### config.mk
export PLATFORM = sky130hd
export DESIGN_NAME = switch_box_config_loader
export DESIGN_NICKNAME = d
export VERILOG_FILES = /design/src/rtl/sb_cfg_pkg.sv /design/src/rtl/sb_cfg_shadow.sv /design/src/rtl/switch_box_config_loader.sv
export SDC_FILE = /design/constraint.sdc
export NUM_CORES = 1
export LEC_CHECK = 0
export CAP_MARGIN = 15
export CELL_PAD_IN_SITES_DETAIL_PLACEMENT = 2
export CELL_PAD_IN_SITES_GLOBAL_PLACEMENT = 2
export CORE_MARGIN = 5
export CORE_UTILIZATION = 32
export DETAILED_ROUTE_END_ITERATION = 7
export PLACE_DENSITY = 0.75
export SLEW_MARGIN = 40
export SYNTH_ARGS = -nofsm -noshare
export SYNTH_HDL_FRONTEND = slang
export SYNTH_SLANG_ARGS = --single-unit
### constraint.sdc
create_clock -name clk -period 1.7 [get_ports clk]
set_clock_uncertainty 0.05 [all_clocks]
set_input_delay 0.34 -clock clk [delete_from_list [all_inputs] [get_ports clk]]
set_output_delay 0.34 -clock clk [all_outputs]
set_load 0.1 [all_outputs]
### src/rtl/sb_cfg_pkg.sv
//------------------------------------------------------------------------------
// Module   : sb_cfg_pkg
// Purpose  : Shared types and helpers for the switch-box configuration loader.
//            - sb_state_t         : loader sequencing states
//            - SB_BITS_PER_TRACK  : config bits per switch-box track element
//            - nbeats(w, cw)      : words needed to carry one w-track frame
// Revision : 1.0 - initial release
//------------------------------------------------------------------------------
`default_nettype none

package sb_cfg_pkg;

  localparam int SB_BITS_PER_TRACK = 6;

  typedef enum logic [1:0] {
    ST_IDLE   = 2'd0,
    ST_LOAD   = 2'd1,
    ST_COMMIT = 2'd2
  } sb_state_t;

  // Ceiling division of the frame size by the word width.
  function automatic int nbeats(input int w, input int cw);
    return (w * SB_BITS_PER_TRACK + cw - 1) / cw;
  endfunction

endpackage

`default_nettype wire

### src/rtl/sb_cfg_shadow.sv
//------------------------------------------------------------------------------
// Module   : sb_cfg_shadow
// Purpose  : Shadow register that assembles one configuration frame from
//            CW-bit words. Beat k lands in bits [k*CW +: CW], LSB-first; the
//            final beat only stores the bits that fit inside the frame.
// Ports    : clk       - clock
//            rst_n     - synchronous active-low reset (clears the shadow)
//            i_wr_en   - write the current word
//            i_beat    - beat index selecting the destination slice
//            i_data    - config word
//            o_shadow  - assembled frame
// Revision : 1.0 - initial release
//------------------------------------------------------------------------------
`default_nettype none

module sb_cfg_shadow #(
  parameter int NBITS  = 48,
  parameter int CW     = 8,
  parameter int NBEATS = 6,
  parameter int CNTW   = 3
) (
  input  logic             clk,
  input  logic             rst_n,
  input  logic             i_wr_en,
  input  logic [CNTW-1:0]  i_beat,
  input  logic [CW-1:0]    i_data,
  output logic [NBITS-1:0] o_shadow
);

  logic [NBITS-1:0] w_shadow;

  // One register per beat; the last one is narrowed to the bits remaining in
  // the frame, which is what discards the unused upper bits of the last word.
  for (genvar k = 0; k < NBEATS; k++) begin : g_beat
    localparam int LO  = k * CW;
    localparam int WID = (k == NBEATS - 1) ? (NBITS - LO) : CW;

    logic [WID-1:0] r_word;

    always_ff @(posedge clk) begin
      if (!rst_n) begin
        r_word <= '0;
      end else if (i_wr_en && (i_beat == CNTW'(k))) begin
        r_word <= i_data[WID-1:0];
      end
    end

    assign w_shadow[LO +: WID] = r_word;
  end

  assign o_shadow = w_shadow;

endmodule

`default_nettype wire

### src/rtl/switch_box_config_loader.sv
//------------------------------------------------------------------------------
// Module   : switch_box_config_loader
// Purpose  : Loads a W-track switch-box configuration frame (W*6 bits) as a
//            stream of CW-bit words and commits it atomically to the switch
//            box control bus, so the fabric never sees a partial frame.
// Ports    : clk        - clock
//            rst_n      - synchronous active-low reset
//            cfg_start  - opens a new frame (honoured only when idle)
//            cfg_abort  - discards the frame being loaded
//            cfg_data   - config word
//            cfg_valid  - cfg_data valid
//            cfg_ready  - loader accepts a word this cycle
//            cfg_parity - even parity of cfg_data (CFG_PARITY_EN only)
//            c          - committed control bus, track i on [i*6+5:i*6]
//            busy       - frame in progress (LOAD or COMMIT)
//            done       - one-cycle pulse when a frame completes
//            err        - sticky parity error for the current frame
// Options  : `define CFG_PARITY_EN enables per-word parity checking; a frame
//            with any parity error completes but does not update c.
// Revision : 1.0 - initial release
//------------------------------------------------------------------------------
`default_nettype none

module switch_box_config_loader
  import sb_cfg_pkg::*;
#(
  parameter int W  = 8,
  parameter int CW = 8
) (
  input  logic                          clk,
  input  logic                          rst_n,
  input  logic                          cfg_start,
  input  logic                          cfg_abort,
  input  logic [CW-1:0]                 cfg_data,
  input  logic                          cfg_valid,
  output logic                          cfg_ready,
`ifdef CFG_PARITY_EN
  input  logic                          cfg_parity,
`endif
  output logic [W*SB_BITS_PER_TRACK-1:0] c,
  output logic                          busy,
  output logic                          done,
  output logic                          err
);

  localparam int NBITS  = W * SB_BITS_PER_TRACK;
  localparam int NBEATS = nbeats(W, CW);
  localparam int CNTW   = $clog2(NBEATS + 1);

  sb_state_t         r_state;
  sb_state_t         w_next;
  logic [CNTW-1:0]   r_cnt;
  logic [NBITS-1:0]  r_c;
  logic              r_done;
  logic [NBITS-1:0]  w_shadow;
  logic              w_ready;
  logic              w_accept;
  logic              w_last;
  logic              w_start;
  logic              w_err;

  assign w_start  = (r_state == ST_IDLE) && cfg_start;
  assign w_accept = w_ready && cfg_valid;
  assign w_last   = (r_cnt == CNTW'(NBEATS - 1));

  //--------------------------------------------------------------------------
  // FSM
  //--------------------------------------------------------------------------
  always_ff @(posedge clk) begin
    if (!rst_n) begin
      r_state <= ST_IDLE;
    end else begin
      r_state <= w_next;
    end
  end

  always_comb begin
    w_next  = r_state;
    w_ready = 1'b0;
    case (r_state)
      ST_IDLE: begin
        if (cfg_start) begin
          w_next = ST_LOAD;
        end
      end
      ST_LOAD: begin
        w_ready = 1'b1;
        // Abort takes priority even over an accepted final beat.
        if (cfg_abort) begin
          w_next = ST_IDLE;
        end else if (cfg_valid && w_last) begin
          w_next = ST_COMMIT;
        end
      end
      ST_COMMIT: begin
        w_next = ST_IDLE;
      end
      default: begin
        w_next = ST_IDLE;
      end
    endcase
  end

  //--------------------------------------------------------------------------
  // Beat counter: reaches NBEATS on the final beat and is reloaded on the
  // next start, so it never wraps within a frame.
  //--------------------------------------------------------------------------
  always_ff @(posedge clk) begin
    if (!rst_n) begin
      r_cnt <= '0;
    end else if (w_start) begin
      r_cnt <= '0;
    end else if (w_accept) begin
      r_cnt <= r_cnt + CNTW'(1);
    end
  end

  sb_cfg_shadow #(
    .NBITS  (NBITS),
    .CW     (CW),
    .NBEATS (NBEATS),
    .CNTW   (CNTW)
  ) u_shadow (
    .clk      (clk),
    .rst_n    (rst_n),
    .i_wr_en  (w_accept),
    .i_beat   (r_cnt),
    .i_data   (cfg_data),
    .o_shadow (w_shadow)
  );

  //--------------------------------------------------------------------------
  // Parity tracking
  //--------------------------------------------------------------------------
`ifdef CFG_PARITY_EN
  logic r_err;

  always_ff @(posedge clk) begin
    if (!rst_n) begin
      r_err <= 1'b0;
    end else if (w_start) begin
      r_err <= 1'b0;
    end else if (w_accept && ((^cfg_data) != cfg_parity)) begin
      r_err <= 1'b1;
    end
  end

  assign w_err = r_err;
`else
  assign w_err = 1'b0;
`endif

  //--------------------------------------------------------------------------
  // Commit: c and done update together one cycle after the final beat.
  //--------------------------------------------------------------------------
  always_ff @(posedge clk) begin
    if (!rst_n) begin
      r_c    <= '0;
      r_done <= 1'b0;
    end else begin
      r_done <= (r_state == ST_COMMIT);
      if ((r_state == ST_COMMIT) && !w_err) begin
        r_c <= w_shadow;
      end
    end
  end

  assign c         = r_c;
  assign done      = r_done;
  assign busy      = (r_state != ST_IDLE);
  assign cfg_ready = w_ready;
  assign err       = w_err;

endmodule

`default_nettype wire

**Yosys cells after proc, flatten, opt, wreduce, memory -nomap -nowiden**

Cells that the tools add are included.

- Input bits: 13
- Latch bits: 0
- Output and inout bits: 52
- Bits in writable memories: 0
- Word-level logic and storage cells: 40
- ROM bits: 0
- Bits in registers: 102
- Memories: 0

- Add/subtract/negate cells: 1
- Equality and inequality tests: 9
- Reduce and logical (&&, ||, !) cells: 14
- Mux-type cells: 5
- Divide/modulo/power cells: 0
- Bitwise gates (word level): 1
- $mul: 0
- Shift-type cells: 0
- Magnitude comparators: 0

Operators with widths:

| kind | number |
|---|---|
| 1-bit logical AND | 9 |
| 3-bit by 2-bit == test with 1-bit output, second input constant | 2 |
| 3-bit == test, second input constant | 2 |
| 2-bit 2-to-1 mux | 3 |
| 2-bit one-hot mux with 2 select lines | 1 |
| 3-bit by 1-bit adder with 3-bit output, second input constant | 1 |
| 3-bit by 1-bit == test with 1-bit output, second input constant | 1 |
| 3-bit logical NOT | 1 |
| 3-bit != test, second input constant | 1 |
| 2-bit by 1-bit == test with 1-bit output, second input constant | 1 |
| 2-bit == test, second input constant | 1 |
| 2-bit logical NOT | 1 |
| 2-bit != test, second input constant | 1 |
| 2-bit AND reduction | 1 |
| 2-bit nonzero test | 1 |
| 2-bit OR reduction | 1 |
| 1-bit 2-to-1 mux | 1 |
| 1-bit inverter | 1 |

**Longest topological paths before layout**

Gate-level depths: netlist of run 1.

- Depth after elaboration: 5
- Mapped depth: 6
- Depth with buffers taken out: 5

**By module**

From an unflattened synthesis of run 1, not the netlist that was laid out.

- Cell total of the unflattened synthesis: 409
- Area, all modules: 3851.2 sq um

By module, submodules not included:

| module | seq. area each (sq um) | cells an instance | area each (sq um) | instances |
|---|---|---|---|---|
| switch_box_config_loader | 1081.0 | 239 | 2077.0 | 1 |
| sb_cfg_shadow | 960.9 | 170 | 1774.2 | 1 |

**Worst setup path after synthesis of run 1**

OpenSTA, ideal clock, no wires.

- Kind: register -> register
- Start: register r_state[0]
- End: register r_state[1]
- Cell stages (with the launch flop): 4
- Data arrival time: 2.171 ns
- Clock period less this slack: 2.289 ns
- Path slack: -0.589 ns
- Path buffers: 1
- Required time: 1.582 ns
- Library setup time: 0.068 ns
- Path through: dfxtp_1 buf_4 nor2b_1 and4b_1

- Cells in the longest elaborated chain, start to end: 3
- Elaborated cells between the ends (all ways): 6
- Those cells by class: eq/ne: 3; mux: 1; reduce/logical: 2

Ends and longest elaborated chain:

| item | line | source |
|---|---|---|
| from (decl) | switch_box_config_loader.sv:50 | `sb_state_t r_state;` |
| from (signal assigned) | switch_box_config_loader.sv:73 | `r_state <= w_next;` |
| 2-bit by 1-bit == test with 1-bit output or 2-bit logical NOT (tied branches) | switch_box_config_loader.sv:80 | `case (r_state)` |
| 3-bit != test (no line) or 2-bit != test (tied branches) | n/a |  |
| 2-bit AND reduction (no line) | n/a |  |

Several ways; a longest one is shown, not always the timed one.
A chain may end at the register's enable or synchronous reset.

**Worst setup path in the final report of run 1**

- Start: register r_state[1]
- End: output busy

- Cells in the longest elaborated chain, start to end: 1

Ends and longest elaborated chain:

| item | line | source |
|---|---|---|
| 2-bit nonzero test | switch_box_config_loader.sv:170 | `assign busy = (r_state != ST_IDLE);` |
| to (decl) | switch_box_config_loader.sv:41 | `output logic busy,` |

Every way passes these cells.

==> results.md, run 1 <==
Power:
- The switching portion of total power is 23.27%.
- The total power consumption of the routed design is 4754 uW.
- The cell leakage power is 0.002123 uW.
- The worst-case IR drop observed on VDD is 0.5311 mV.
- The fraction of power consumed by combinational cells is 5.1%.
- Summed over all nets, the switching power comes to 1106 uW.
- The proportion of power drawn by the clock network is 44.2%.
- The sequential cell fraction of total power is 50.8%.
- The total power per unit cell area is 849.6 mW/mm2.
- The internal portion of total power is 3647 uW.

Route:
- After detailed routing, the total wire length is 11.48 mm.
- For this block, the via count after detailed routing is 3095.
- The first-iteration detailed-routing DRC count is 83.
- Before antenna repair, the detailed router went through 4 iterations.
- The remaining antenna violation count after routing is 0.
- The via count normalized by instance count is 4.882.
- Dividing the detail-routed wire length by the instance count gives 18.10 um.
- The number of design rule violations left after detail routing is 0.

Global route:
- The maximum number of pins on one net before global-route repair is 47.
- The via count of the first global-routing pass came to 3549.
- In the global route stage, met2 resource usage came out at 30.79%.
- The first global-routing pass estimated 19.05 mm of wire.
- The combined global-route utilization of all metal layers is 16.81%.
- The layer flagged by global routing as most heavily used is met2.
- For met3 alone, demand over resource in global routing was 2.639%.
- The initial antenna violation count was 0.
- Global routing finished with a remaining overflow of 0.
- The global-route met1 utilization is 20.57%.

Logic synthesis:
- When the netlist entered floorplanning its net count stood at 435.
- Summing every instance area after synthesis gives 0.003847 mm2.
- The area share of and/or/nand/nor cells after synthesis is 19.48%.
- The share of flip-flops with an asynchronous set or reset after synthesis is 0%.
- The number of instances in the synthesized netlist is 417.
- The share of synthesized area spent on multiplexers is 10.67%.
- After synthesis, the mean cell area works out to 9.226 um2.
- The number of warning messages in the yosys log is 0.
- The xor/xnor cell area share of the yosys netlist is 0.2276%.
- The synthesized design contains 102 register bits.
- Summing the sequential cell areas from Yosys gives 53.07% of the chip area.
- The synthesized design contains 0 enable-type register cells.
- After synthesis, the largest family of logic cells by area is simple AND/OR/NAND/NOR gates.
- The number of library cell types mapped by synthesis is 31.
- The fraction of the mapped netlist area in adder cells is 1.626%.
- The fraction of the mapped netlist area in compound gates is 10.96%.
- The most used flip-flop cell after synthesis is sky130_fd_sc_hd__dfxtp_1.

STA:
- Setup violations remaining at the end of the flow were counted as 0.
- Setup repair after global routing left no endpoint under its margin.
- The upper clock frequency limit is 0.6034 GHz.
- The max-slew violation count was 0.
- The final clock period utilization by the worst path is 97.48%.
- The post-route minimum period is 1.657 ns.
- Final hold analysis gives a worst-case slack of 0.4158 ns.
- For the final routed database, the setup TNS stands at 0 ns.
- The number of failing hold endpoints at the final stage is 0.
- The worst path meets setup with 0.04281 ns of slack.

Critical path:
- The critical register-to-register path endpoint is u_shadow.g_beat[1].r_word[0]$_SDFFE_PN0P_.
- The worst register-to-register path has a depth of 5.
- Of all nets on the critical path, the largest fanout is 11.
- The arrival time reported for the critical path endpoint is 1.27 ns.
- The origin of the critical flop-to-flop path is r_cnt[0]$_SDFFE_PP0P_.
- The type of element launching the critical path is a register.
- The setup path with the least slack is of type reg -> out.
- Data on the critical path is required at its endpoint by 1.31 ns.
- The worst setup path is captured at an output pin.
- Across all register-to-register paths, the minimum setup slack is 0.12 ns.

Flow run:
- The tool flagged a number of max-cap violations equal to 0.

CTS:
- The tree is rooted in a sky130_fd_sc_hd__clkbuf_16.
- The CTS tree is done.
- CTS built an H-tree with a depth of 3.
- The clock transition at the registers of the reported paths is 0.07 ns.
- Clock latency on the worst-skew pair, taken at its later pin, is 0.34 ns.
- The number of post-CTS setup repair buffers is 0.
- The number of clock buffers added by TritonCTS is 9.
- The sink count of the clock tree is 102.
- The maximum root-to-sink buffer count is 2.

Finish:
- The top cell types in the final layout, fill and taps aside, are 144 x sky130_fd_sc_hd__nand2_1, 100 x sky130_fd_sc_hd__dfxtp_1, 59 x sky130_fd_sc_hd__buf_12.
- The number of nets in the finished design is 500.
- In the final layout, the share of cells above drive strength 1 is 20.12%.
- For this run, the number of standard cells in the final layout without fillers is 634.
- 0 antenna diodes ended up in the layout.
- The area growth from synthesis to layout is 45.43%.
- Leaving out fill and tap cells, the most frequent cell in the layout is sky130_fd_sc_hd__nand2_1.

Worst hold path:
- The number of cells on the worst hold path is 2.
- The startpoint of the lowest-slack hold path is u_shadow.g_beat[5].r_word[7]$_SDFFE_PN0P_.
- The path class of the tightest hold or removal check is reg -> reg.
- The end of the worst hold path is u_shadow.g_beat[5].r_word[7]$_SDFFE_PN0P_.

Floorplan:
- The number of rows created at floorplan is 40.
- The core footprint is 0.01191 mm2.
- In this run the horizontal extent of the chip is 119.7 um.
- The area enclosed by the die boundary is 0.01432 mm2.
- The vertical die dimension is 119.7 um.
- The I/O pin count is 65.
- Once the floorplan was initialized, standard cells occupied 32.30% of the core.

Outcome:
- The run finished with clean final reports.

Place:
- At the placement stage, the worst setup path has a slack of -0.2081 ns.
- The placed cell count is 618.
- Routability-driven placement finished with a final weighted congestion of 0.7237.
- Detailed placement finished with a half-perimeter wire length of 7.586 mm.
- The count of buffers added on input and output ports is 63.
-- cell usage after synthesis, drive strengths merged, types with 2 or more instances --
library cell  count  area share, %
nand2b            3           0.49
nand3            10            1.6
clkbuf           15            1.5
ha                5            1.6
mux2i            41             11
o21ai             9            1.2
nor2              6           0.98
inv               4           0.39
a21boi           48            9.4
nand2           144             14
buf              14            2.0
or3               2           0.33
dfxtp           102             53
-- state kept, by name (all words and copies together) (netlist names) --
register,flops
c,48
done,1
r_cnt,3
r_state,2
u_shadow.g_beat.r_word,48
-- through the flow --
step                      cell area [um2]  utilization [%]
after floorplan                      3855                -
after global placement               5294            44.44
after detailed placement             5294            44.44
after CTS                            5593            46.95
after global routing                 5595            46.97
final                                5595            46.97
-- cell type report --
cell class                 instances  area [um2]
fill                            1235        6316
sequential                       102        2047
multi-input combinational        282        1667
timing repair buffer              83        1386
clock buffer                       9       225.2
tap                              147       183.9
clock inverter                     7       71.32
inverter                           4       15.01
-- critical path, stage by stage, from the launching register on --
cell and delay [ns]:
sky130_fd_sc_hd__dfxtp_4 0.40, sky130_fd_sc_hd__or2_2 0.35, sky130_fd_sc_hd__buf_12 0.18
-- cell families after synthesis --
| kind of cell | after synthesis |
|---|---|
| AND/OR/NAND/NOR | 175 |
| flip-flops | 102 |
| AO/OA/AOI/OAI | 59 |
| multiplexers | 41 |
| buffers and inverters | 33 |
| adder cells (fa/ha/maj) | 5 |
| other | 1 |
| XOR/XNOR | 1 |
-- routing by layer --
metal / part of all wire [%] / vias up
li1: - / 1488
met1: 44 / 1556
met2: 53 / 46
met3: 2.4 / 5
met4: 0.86 / 0
met5: 0 / -
-- timing repair --
item                                    4_1_cts  5_1_grt
hold buffers                                  0        0
endpoints found under the setup margin        3        1
gates resized for setup                       2        1
-- power by group through the flow --
| stage | Clock, uW | Combinational [uW] | Sequential, uW |
|---|---|---|---|
| after floorplan | 0 | 141 | 2460 |
| after global placement | 0 | 235 | 2470 |
| after detailed placement | 0 | 241 | 2470 |
| after CTS | 2150 | 244 | 2410 |
| after global routing | 2240 | 254 | 2410 |
| final | 2100 | 240 | 2410 |
-- worst max path at each step --
stage / from / slack [ns] / cells after the start / to
floorplan: r_state[1]$_SDFFE_PN0P_ / 0.14 / 4 / r_cnt[2]$_SDFFE_PP0P_
global placement: cfg_valid / -0.15 / 5 / u_shadow.g_beat[1].r_word[4]$_SDFFE_PN0P_
detailed placement: cfg_valid / -0.21 / 5 / u_shadow.g_beat[1].r_word[4]$_SDFFE_PN0P_
CTS: r_state[1]$_SDFFE_PN0P_ / 0.02 / 2 / busy
global route: r_cnt[0]$_SDFFE_PP0P_ / 0.007 / 5 / u_shadow.g_beat[1].r_word[0]$_SDFFE_PN0P_
finish: r_state[1]$_SDFFE_PN0P_ / 0.04 / 2 / busy
(Power assumes the default switching activity.)
==> run 2: changes to the inputs <==
--- a/constraint.sdc
+++ b/constraint.sdc
@@ -3,3 +3,3 @@
 set_input_delay 0.34 -clock clk [delete_from_list [all_inputs] [get_ports clk]]
 set_output_delay 0.34 -clock clk [all_outputs]
-set_load 0.1 [all_outputs]
+set_load 0.05 [all_outputs]
==> results.md, run 2 (synthesis gave the netlist of run 1 again) <==
Outcome:
- The run finished with clean final reports.

Place:
- The final HPWL from detailed placement is 7.480 mm (-1.4%).
- The number of buffers added on ports is 63 (unchanged).
- The global placement routability congestion is 0.7319 (+1.1%).
- The placed instance area is 0.004631 mm2 (-13%).
- The minimum setup slack after placement came to -0.2063 ns (+0.001816 ns).
- The placed cell count is 619 (+0.16%).

CTS:
- The maximum root-to-sink buffer count is 2 (unchanged).
- The clock latency on the worst-skew pair is 0.34 ns (about the same).
- TritonCTS built the clock tree.
- The sink count of the clock tree is 102 (unchanged).
- The clock transition at the registers of the reported paths is 0.07 ns (about the same).
- The CTS buffer count is 9 (unchanged).
- The number of post-CTS setup repair buffers is 0 (unchanged).
- The number of H-tree branching levels was 3 (unchanged).
- In this run the clock root is driven by a sky130_fd_sc_hd__clkbuf_16.
- The number of hold buffers added after CTS is 0 (unchanged).

Route:
- The average detailed-routed wire length per instance is 17.23 um (-4.8%).
- The remaining antenna violation count after routing is 0 (unchanged).
- The detailed-routing iteration count for the pre-antenna-repair pass came to 4 (unchanged).
- The first-iteration detailed-routing DRC count came to 114 (+37%).
- The number of design rule violations left after detail routing came to 0 (unchanged).
- The via count normalized by instance count is 4.871 (-0.22%).
- The aggregate routed wire length was 10.94 mm (-4.6%).
- The vias after detailed routing is 3093 (-0.065%).

Floorplan:
- The horizontal extent of the die came to 119.7 um (unchanged).
- The area enclosed by the die boundary was 0.01432 mm2 (unchanged).
- The number of rows created at floorplan is 40 (unchanged).
- The effective utilization at floorplan is 32.30% (unchanged).
- The vertical die dimension is 119.7 um (unchanged).
- The I/O pin count is 65 (unchanged).
- The core footprint came to 0.01191 mm2 (unchanged).

STA:
- The accumulated negative setup slack came to 0 ns (unchanged).
- The max-slew violation count is 0 (unchanged).
- The post-route worst setup slack is 0.06366 ns (+0.02085 ns).
- Setup repair after global routing left no endpoint under its margin.
- The final clock period utilization by the worst path is 96.26% (-1.2 points).
- The number of failing hold endpoints at the final stage is 0 (unchanged).
- The post-route minimum period is 1.636 ns (-0.02085 ns).
- The final number of setup-violating endpoints came to 0 (unchanged).
- The upper clock frequency limit is 0.6111 GHz (+1.3%).

Power:
- The sequential cell fraction of total power was 49.8% (-1.0 points).
- The fraction of power consumed by combinational cells came to 4.5% (-0.6 points).
- The largest voltage drop on the vdd net came to 0.3470 mV (-35%).
- The power dissipated by switching net loads is 1034 uW (-6.6%).
- The switching portion of total power is 21.31% (-2.0 points).
- The cell leakage power is 0.001988 uW (-6.4%).
- The proportion of power drawn by the clock network was 45.8% (+1.6 points).
- The internal portion of total power came to 3819 uW (+4.7%).
- The total power consumption of the routed design was 4852 uW (+2.1%).
- The total power per unit cell area is 979.8 mW/mm2 (+15%).

Critical path:
- The maximum fanout along the worst path is 11 (unchanged).
- The worst setup path startpoint is r_state[1]$_SDFFE_PN0P_.
- The arrival time reported for the critical path endpoint is 1.25 ns (-0.02 ns).
- The required time of the critical path was 1.31 ns (about the same).
- The origin of the critical flop-to-flop path is r_cnt[0]$_SDFFE_PP0P_.
- The type of element launching the critical path is a register.
- The setup path with the least slack is of type reg -> out.
- The critical path endpoint category is an output pin.

Flow run:
- The count of max-cap constraint violations is 0 (unchanged).

Global route:
- The maximum number of pins on one net before global-route repair is 34 (-28%).
- The combined global-route utilization of all metal layers is 16.09% (-0.72 points).
- The via count of the first global-routing pass is 3486 (-1.8%).
- The initial antenna violation count is 0 (unchanged).
- The remaining global-route overflow was 0 (unchanged).
- The first-pass GRT wire length is 18.29 mm (-4.0%).

Finish:
- The antenna diode count is 0 (unchanged).
- The library cell used most frequently in the layout, excluding fill and tap cells, is sky130_fd_sc_hd__nand2_1.
- In the layout the commonest cells are 144 x sky130_fd_sc_hd__nand2_1, 100 x sky130_fd_sc_hd__dfxtp_1, 66 x sky130_fd_sc_hd__buf_4.
- The number of nets in the finished design is 501 (+0.20%).
- Relative to the synthesized area, the layout overhead comes to 28.72%.
- The final cell count without fillers is 635 (+0.16%).
- The fraction of final layout cells with drive strength greater than 1 is 19.88% (-0.25 points).
- The final standard cell area without fillers is 0.004952 mm2 (-11%).

Worst hold path:
- The tightest min-delay check is of the reg -> reg type.
- In this run the most critical hold path is launched from u_shadow.g_beat[5].r_word[5]$_SDFFE_PN0P_.
[run 2: power groups by stage]
stage / sequential, uW / combinational (uW) / clock [uW]
finish: 2410 / 216 / 2220
CTS: 2410 / 219 / 2280
detailed placement: 2470 / 215 / 0
floorplan: 2460 / 121 / 0
global route: 2410 / 232 / 2380
global placement: 2470 / 208 / 0
[run 2: through the flow]
stage	utilization [%]	hold slack (ns)
floorplan	-	0.3850
global placement	38.88	0.3938
detailed placement	38.88	0.4076
CTS	41.58	0.4181
global route	41.58	0.4384
finish	41.58	0.4124
[run 2: worst max-delay path, cell delays in order (launching register included)]
cell,delay (ns)
sky130_fd_sc_hd__dfxtp_2,0.39
sky130_fd_sc_hd__or2_2,0.36
sky130_fd_sc_hd__buf_12,0.16
[run 2: worst paths after layout]
kind / endpoint / slack [ns] / depth (start not counted)
worst max-delay path: busy / 0.06 / 2
worst min-delay path: u_shadow.g_beat[5].r_word[5]$_SDFFE_PN0P_ / 0.41 / 2
worst max register to register: u_shadow.g_beat[0].r_word[6]$_SDFFE_PN0P_ / 0.11 / 6
worst min register to register: u_shadow.g_beat[5].r_word[5]$_SDFFE_PN0P_ / 0.41 / 2
[run 2: final cells by class]
type / instances / area, um2
clock inverters: 4 / 70.07
fillers: 1339 / 6959
flip-flops and latches: 102 / 2044
inverters: 4 / 15.01
well taps: 147 / 183.9
repair buffers: 84 / 730.7
multi-input cells: 282 / 1662
clock buffers: 12 / 246.5
[run 2: routing by layer]
| layer | GRT usage (%) | vias up | share of wire, % |
|---|---|---|---|
| met5 | 0 | - | 0 |
| met4 | 5.798 | 0 | 1.6 |
| met3 | 2.922 | 12 | 2.7 |
| met2 | 27.33 | 50 | 50 |
| met1 | 20.44 | 1539 | 46 |
| li1 | - | 1492 | - |
[run 2: repair_timing]
item,in CTS,in global routing
hold endpoints to repair,0,0
setup endpoints to repair,2,0
resized for setup,3,0
==> run 3: changes to the inputs <==
Settings changed: CAP_MARGIN 15 to 40, CTS_CLUSTER_SIZE set to 8.
==> results of run 3 <==
No change in the layout: final DEF, timing and power equal those of run 2.
